File: config.mk
export PLATFORM = sky130hd
export DESIGN_NAME = ctrl_logic_fsm
export DESIGN_NICKNAME = d
export VERILOG_FILES = /design/src/rtl/ctrl_logic_fsm.sv
export SDC_FILE = /design/constraint.sdc
export NUM_CORES = 1
export LEC_CHECK = 0
export CORE_AREA = 2 2 116 118
export CTS_BUF_LIST = sky130_fd_sc_hd__clkbuf_16
export CTS_CLUSTER_SIZE = 40
export DETAILED_ROUTE_END_ITERATION = 6
export DIE_AREA = 0 0 118 120
export GPL_TIMING_DRIVEN = 0
export PLACE_DENSITY = 0.7
export SLEW_MARGIN = 20
export SYNTH_ARGS = -nofsm -noshare
export SYNTH_HDL_FRONTEND = slang
export SYNTH_SLANG_ARGS = --single-unit
File: constraint.sdc
create_clock -name clk -period 2.3 [get_ports clk]
set_input_delay 0.46 -clock clk [delete_from_list [all_inputs] [get_ports clk]]
set_output_delay 0.46 -clock clk [all_outputs]
set_load 0.02 [all_outputs]
File: src/rtl/ctrl_logic_fsm.sv
// Byte command processor between the UART RX and TX FIFOs.
// Supports ping, write, read and clear commands on a small register store.
module ctrl_logic_fsm #(
    parameter int DATA_WIDTH = 8,
    parameter int DEPTH      = 16
) (
    input  logic                  clk,
    input  logic                  rst_n,
    input  logic [DATA_WIDTH-1:0] rx_data,
    input  logic                  rx_valid,
    output logic                  rx_ready,
    output logic [DATA_WIDTH-1:0] tx_data,
    output logic                  tx_valid,
    input  logic                  tx_ready
);
    localparam int AW = $clog2(DEPTH);

    localparam logic [DATA_WIDTH-1:0] CMD_PING  = DATA_WIDTH'(8'h61);
    localparam logic [DATA_WIDTH-1:0] CMD_WRITE = DATA_WIDTH'(8'h77);
    localparam logic [DATA_WIDTH-1:0] CMD_READ  = DATA_WIDTH'(8'h72);
    localparam logic [DATA_WIDTH-1:0] CMD_CLEAR = DATA_WIDTH'(8'h63);
    localparam logic [DATA_WIDTH-1:0] RSP_O     = DATA_WIDTH'(8'h6F);
    localparam logic [DATA_WIDTH-1:0] RSP_K     = DATA_WIDTH'(8'h6B);
    localparam logic [DATA_WIDTH-1:0] RSP_UNK   = DATA_WIDTH'(8'h3F);

    typedef enum logic [2:0] {
        S_IDLE,
        S_GET_ADDR,
        S_GET_DATA,
        S_SEND0,
        S_SEND1
    } state_t;

    state_t                r_state;
    state_t                w_next_state;
    logic                  r_rx_ready;
    logic                  r_tx_valid;
    logic [DATA_WIDTH-1:0] r_tx_data;
    logic                  r_is_write;
    logic                  r_second;
    logic [AW-1:0]         r_addr;
    logic [DATA_WIDTH-1:0] r_store [DEPTH];

    logic                  w_rx_beat;
    logic                  w_tx_beat;
    logic                  w_load;
    logic [DATA_WIDTH-1:0] w_load_data;
    logic                  w_set_write;
    logic                  w_set_read;
    logic                  w_second_set;
    logic                  w_second_clr;
    logic                  w_wr_en;
    logic                  w_clr;
    logic                  w_cap_addr;

    assign w_rx_beat = rx_valid & r_rx_ready;
    assign w_tx_beat = r_tx_valid & tx_ready;

    always_comb begin
        w_next_state = r_state;
        w_load       = 1'b0;
        w_load_data  = '0;
        w_set_write  = 1'b0;
        w_set_read   = 1'b0;
        w_second_set = 1'b0;
        w_second_clr = 1'b0;
        w_wr_en      = 1'b0;
        w_clr        = 1'b0;
        w_cap_addr   = 1'b0;
        case (r_state)
            S_IDLE: begin
                if (w_rx_beat) begin
                    w_next_state = S_SEND0;
                    w_load       = 1'b1;
                    if (rx_data == CMD_WRITE) begin
                        w_next_state = S_GET_ADDR;
                        w_load       = 1'b0;
                        w_set_write  = 1'b1;
                    end else if (rx_data == CMD_READ) begin
                        w_next_state = S_GET_ADDR;
                        w_load       = 1'b0;
                        w_set_read   = 1'b1;
                    end else if (rx_data == CMD_PING) begin
                        w_load_data  = RSP_O;
                        w_second_set = 1'b1;
                    end else if (rx_data == CMD_CLEAR) begin
                        w_load_data  = RSP_K;
                        w_clr        = 1'b1;
                    end else begin
                        w_load_data  = RSP_UNK;
                    end
                end
            end
            S_GET_ADDR: begin
                if (w_rx_beat) begin
                    if (r_is_write) begin
                        w_next_state = S_GET_DATA;
                        w_cap_addr   = 1'b1;
                    end else begin
                        w_next_state = S_SEND0;
                        w_load       = 1'b1;
                        w_load_data  = r_store[rx_data[AW-1:0]];
                    end
                end
            end
            S_GET_DATA: begin
                if (w_rx_beat) begin
                    w_next_state = S_SEND0;
                    w_wr_en      = 1'b1;
                    w_load       = 1'b1;
                    w_load_data  = RSP_K;
                end
            end
            S_SEND0: begin
                if (w_tx_beat) begin
                    if (r_second) begin
                        // Second ping byte is loaded on the same beat so tx_valid never drops
                        w_next_state = S_SEND1;
                        w_load       = 1'b1;
                        w_load_data  = RSP_K;
                        w_second_clr = 1'b1;
                    end else begin
                        w_next_state = S_IDLE;
                    end
                end
            end
            S_SEND1: begin
                if (w_tx_beat) begin
                    w_next_state = S_IDLE;
                end
            end
            default: w_next_state = S_IDLE;
        endcase
    end

    always_ff @(posedge clk or negedge rst_n) begin
        if (!rst_n) begin
            r_state <= S_IDLE;
        end else begin
            r_state <= w_next_state;
        end
    end

    always_ff @(posedge clk or negedge rst_n) begin
        if (!rst_n) begin
            r_rx_ready <= 1'b0;
            r_tx_valid <= 1'b0;
            r_tx_data  <= '0;
            r_is_write <= 1'b0;
            r_second   <= 1'b0;
            r_addr     <= '0;
        end else begin
            r_rx_ready <= (w_next_state == S_IDLE) || (w_next_state == S_GET_ADDR) ||
                          (w_next_state == S_GET_DATA);
            if (w_load) begin
                r_tx_valid <= 1'b1;
                r_tx_data  <= w_load_data;
            end else if (w_tx_beat) begin
                r_tx_valid <= 1'b0;
            end
            if (w_set_write) r_is_write <= 1'b1;
            else if (w_set_read) r_is_write <= 1'b0;
            if (w_second_set) r_second <= 1'b1;
            else if (w_second_clr) r_second <= 1'b0;
            if (w_cap_addr) r_addr <= rx_data[AW-1:0];
        end
    end

    always_ff @(posedge clk or negedge rst_n) begin
        if (!rst_n) begin
            for (int i = 0; i < DEPTH; i++) r_store[i] <= '0;
        end else if (w_clr) begin
            for (int i = 0; i < DEPTH; i++) r_store[i] <= '0;
        end else if (w_wr_en) begin
            r_store[r_addr] <= rx_data;
        end
    end

    assign rx_ready = r_rx_ready;
    assign tx_valid = r_tx_valid;
    assign tx_data  = r_tx_data;
endmodule

## Word level (Yosys, flattened, before mapping)

Index checks and enable logic that the tools add are counted.

| cells by class | value |
|---|---|
| $add $sub $neg | 0 |
| $mul | 0 |
| div/mod/pow operators | 0 |
| magnitude comparators | 3 |
| equal/unequal tests | 10 |
| shift operators | 0 |
| muxes and demuxes | 67 |
| bitwise gates (word level) | 4 |
| reduce and logical (&&, ||, !) cells | 9 |

Operator list:

| operator | count |
|---|---|
| 2-to-1 mux 128 bit | 2 |
| bitwise mux 128 bit | 1 |
| 2-to-1 mux 7 bit | 8 |
| 2-to-1 mux 8 bit | 5 |
| 2-to-1 mux 1 bit | 38 |
| binary-select mux 8 bit (select 4 bit) | 1 |
| demux 8 bit (select 4 bit) | 1 |
| == test 8 x 7 -> 1 bit (second input constant) | 4 |
| one-hot mux 8 bit (4 select lines) | 1 |
| 2-to-1 mux 3 bit | 6 |
| one-hot mux 3 bit (5 select lines) | 1 |
| greater-or-equal comparator 5 bit (second input constant) | 2 |
| inverter 4 -> 5 bit | 2 |
| == test 3 x 2 -> 1 bit (second input constant) | 3 |
| nonzero test 2 bit | 4 |
| == test 3 x 1 -> 1 bit (second input constant) | 2 |
| logical NOT 3 bit | 2 |
| less-than comparator 5 x 1 -> 1 bit (second input constant) | 1 |
| 2-to-1 mux 2 bit | 2 |
| one-hot mux 1 bit (4 select lines) | 1 |
| == test 3 bit (second input constant) | 1 |
| bitwise AND 1 bit | 2 |
| logical OR 1 bit | 2 |
| logical AND 1 bit | 1 |

| word-level totals | value |
|---|---|
| flip-flop bits (word level) | 147 |
| latch bits | 0 |
| bits in writable memories | 0 |
| memory bits (read-only) | 0 |
| output and inout port bits | 10 |
| logic and storage cells | 116 |
| memories kept | 0 |

## Longest topological paths before layout

| depth | value |
|---|---|
| word-level depth | 8 |
| depth in mapped cells | 8 |

## Worst setup path before layout

No wires, ideal clock.

| timing | value |
|---|---|
| path type | input -> register |
| start | input rx_data[1] |
| end | register r_tx_data[3], in the netlist tx_data[3] |
| arrival time | 1,919 ps |
| slack | 237 ps |
| cell stages on the path | 6 |
| path buffers | 2 |
| cell sequence | buf_2 -> buf_4 -> mux4_2 -> mux2_2 -> a22oi_1 -> nand3_1 |

| on the way | value |
|---|---|
| longest elaborated chain between the ends | 7 |
| elaborated cells between the ends (all ways) | 18 |
| classes of those cells | eq/ne: 3; mux: 14; bitwise: 1 |

RTL lines:

| item | RTL line | source |
|---|---|---|
| start, declared | 9 | `input logic [DATA_WIDTH-1:0] rx_data,` |
| inverter 4 -> 5 bit (not written as such) | 102 | `w_load_data = r_store[rx_data[AW-1:0]];` |
| binary-select mux 8 bit (select 4 bit) | 102 |  |
| 2-to-1 mux 8 bit (not written as such) (2 in a row) | 102 |  |
| 2-to-1 mux 8 bit | 96 | `if (r_is_write) begin` |
| 2-to-1 mux 8 bit | 95 | `if (w_rx_beat) begin` |
| one-hot mux 8 bit (4 select lines) | 70 | `case (r_state)` |
| end signal, assigned | 157 | `r_tx_data <= w_load_data;` |
| end, declared | 38 | `logic [DATA_WIDTH-1:0] r_tx_data;` |

Several ways; a longest one is shown, not always the timed one. The select of a mux whose other input is x is not followed.
A chain may end at the register's enable or synchronous reset.

## Final worst setup path

| timing | value |
|---|---|
| start | input rx_valid |
| end | register r_store[67] (netlist name) |

| on the way | value |
|---|---|
| longest elaborated chain between the ends | 4 |
| elaborated cells between the ends (all ways) | 7 |
| classes of those cells | mux: 5; bitwise: 1; reduce/logical: 1 |

RTL lines:

| item | RTL line | source |
|---|---|---|
| start, declared | 10 | `input logic rx_valid,` |
| bitwise AND 1 bit * | 56 | `assign w_rx_beat = rx_valid & r_rx_ready;` |
| 2-to-1 mux 1 bit, on equally long branches | 72, 107 |  |
| 2-to-1 mux 1 bit | 70 |  |
| 2-to-1 mux 128 bit or nonzero test 2 bit (tied branches) | - |  |
| end signal, assigned by index | 175 | `r_store[r_addr] <= rx_data;` |
| end, declared | 42 | `logic [DATA_WIDTH-1:0] r_store [DEPTH];` |

Mark *: on every way between the ends. The rest lies on a longest branch, timed or not.

==> impl_results.md <==
- CTS Sinks: about 150
- CTS tree: built
- Number of global-route vias before repair: around 5900
- Ys Warns: 0
- Final-report setup violation count: 2
- DRT iter0 DRCs: ~800
- Vias per cell: 6.32
- Die area: 0.0142 sq mm
- Final wirelength: 21.0 mm
- Mux contribution to synthesized area: 0.120
- Post-Place Worst Slack: -0.776 ns
- Most common cell in the synthesized netlist: dfrtp_1
- Layout area overhead: 15.1%
- Final instance area: about 0.0084 sq mm
- GRT Residual Overflow: 0
- First-pass GRT wire length: approximately 33 mm
- Synth Area in XOR/XNOR: 0.00120
- Share of the synthesized area in the top cell type: 0.506
- Setup crit start kind: input pin
- CP max-delay cell: nor2_1
- Post-synthesis adder-cell area fraction: 0
- Final core occ: 0.645
- Nets@finish: between 700 and 800
- Flop and latch count out of synthesis: approximately 150
- RSZ-0062 raised after global routing: yes
- CP most frequent cell: nor2_1
- Synth cell types: 50
- Largest net degree at the start of global routing: 93
- DRC Markers: 0
- Root buffer cell: clkbuf_16
- Worst-path fanout max: 9
- Die extent in x: 118 um
- TritonRoute pass-1 iters: 6
- Syn Area/Cell: ~9.9 sq um
- H-Tree Depth: 4
- Sequential share of the synthesized area: 0.506
- Leak: 0.00362 uW
- Clock Skew: 0.00858 ns
- Worst path cell trace: clkdlybuf4s50_1 > and3b_1 > nand4b_1 > nor2_1 > nor2_1 > a22o_1
- Slew Viols, Final: 0
- Max Cap Viol: 0
- Critical Path AT: around 2.7 ns
- Dpl cells: around 930
- CTS Buf Count: 17
- Mapped Area: a little over 0.007 sq mm
- Crit-path max cell delay: roughly 0.71 ns
- Final Cycle Share: 1.02
- Synth Area in Compound Gates: 0.180
- Final worst slack: -0.0533 ns
- Failing checks: setup timing
- N_diodes: 0
- Finished Layout Cells: 961
- RePlAce Congestion: roughly 0.90
- Initial Util: 0.561
- Worst hold path class: in -> reg
- Max Clk Rate: roughly 0.42 GHz
- Peak supply drop: roughly 0.54 mV
- CORE AREA: 0.0130 sq mm
- Crit. End Element: flip-flop
- CP Data Required Time: 2.61 ns
- Power per cell area: approximately 840 mW/mm^2
- Clock transition at path regs: around 0.06 ns
- DR vias: 6076
- Clk_lat worst skew: around 0.43 ns
- Final Hold Viols: 0
- Layout cells sized above 1: 0.139
- DRT antenna net count: 0
- Total power: between 7000 and 8000 uW
- Clock buffer depth: 2
- Largest cells by area after synthesis: dfrtp_1, nand2_1, a21oi_1
- Syn_nets: 747
- Average wire per standard cell: approximately 22 um
- Final HPWL DP: approximately 14 mm
- Slew headroom: 0.451
- Simple-gate share of the synthesized area: 0.148
- Initial antenna violation count: 1
- Num ports: 22
- PortBufs: 17
- Outcome: finished, violations left
- Placed inst area: around 0.0077 sq mm
- Synth cell count leaders: dfrtp_1, nand2_1, a21oi_1
- Number of synthesized flops with an enable pin: 0
- Syn Inst Count: ~740
- Largest area contributor in the netlist: dfrtp_1
- Gr usage total: 0.315
- Main combinational cell family by area after synthesis: compound AO/OA/AOI/OAI gates
- Setup CP Type: in -> reg
- Worst-margin pin slew: slightly above 0.8 ns
- DIE HEIGHT: around 120 um
- Core Rows: between 40 and 50
- Final min period: ~2.4 ns
- Main synth FF type: dfrtp_1
- Ys async rst share: 1.00
-- stage by stage --
stage                     setup TNS [ns]  hold slack (ns)
after global routing              -0.345            0.456
after floorplan                        0            0.164
after CTS                         -0.861            0.442
after detailed placement          -54.76            0.412
final                             -0.103            0.458
after global placement           -768.52            0.479
-- placed cells by master (no fill, tap or decap), types with 2 or more instances in the layout --
cell             count
a21oi_1             93
dfrtp_1            147
clkinv_1             2
inv_1                4
buf_4               13
mux4_2              16
nand4b_1             3
buf_2                7
clkbuf_2             6
a22oi_1              8
nor2_1              30
o22ai_1             14
buf_6                3
mux2i_1             38
or3_1                4
nand2b_1             8
and2_1               3
nor3_1               4
bufinv_16            4
nor3_2               2
nand4_1              2
buf_1                6
a31oi_1              4
o21ai_0             61
nor2b_1              6
clkdlybuf4s50_1     16
nand3b_1             2
o31ai_1              2
clkbuf_1            28
nor2_2               2
nand3_1              9
clkbuf_16           17
clkinv_2             6
a22o_1              32
nand2_1            137
mux2_2              12
nor2_4               7
o21ai_1              3
-- final timing paths --
path,slack [ns],startpoint,to,cells after the start
max in group asynchronous,0.94,rst_n,r_store[102],3
worst max-delay path,-0.05,rx_valid,r_store[67],6
worst min-delay path,0.46,rx_data[5],r_store[85],3
worst min register to register,0.50,r_store[59],r_store[59],1
min in group asynchronous,0.56,rst_n,r_state[2],2
worst max register to register,0.04,r_state[2],r_store[67],5
-- sequential cells by signal (all words and copies together), names as in the netlist --
register / cells
r_second: 1
tx_valid: 1
rx_ready: 1
r_is_write: 1
r_addr: 4
r_store: 128
r_state: 3
tx_data: 8
-- per-layer routing --
| metal | part of all wire | wire [um] | track usage |
|---|---|---|---|
| met5 | 0.00057 | 12 | 0 |
| met4 | 0.030 | 638 | 0.132 |
| met3 | 0.088 | 1840 | 0.0898 |
| met2 | 0.47 | 9820 | 0.475 |
| met1 | 0.41 | 8700 | 0.429 |
-- cell type report --
cell class | count | area [sq um]
fill | 1061 | 4600
sequential | 147 | 3680
clock buffer | 17 | 425
tap | 176 | 220
buffer | 63 | 324
multi-input combinational | 521 | 3330
timing repair buffer | 20 | 220
inverter | 2 | 7.51
clock inverter | 15 | 173
-- worst max-delay path, delay by kind of cell --
family	cells	cell delay (ns)
simple gates	4	1.45
buf+inv	1	0.54
compound gates	1	0.22
-- cells by family (layout without fill, tap and decap cells) --
family / Yosys count / in the layout
AND/OR/NAND/NOR: 232 / 232
XOR/XNOR: 1 / 1
flip-flops: 147 / 147
buffers and inverters: 67 / 117
multiplexers: 66 / 66
AO/OA/AOI/OAI: 222 / 222
-- what timing repair did --
action | CTS | global route
buffers inserted | 0 | 1
gates resized for setup | 10 | 19
cloned | 0 | 0
pin swaps | 0 | 1
endpoints found under the setup margin | 67 | 58
hold endpoints to repair | 55 | 0
hold buffers | 1 | 0
-- power breakdown --
part / switching (uW) / internal (uW)
sequential: 170 / 2810
clock: 1050 / 1780
combinational: 720 / 500
(Power assumes the default switching activity.)
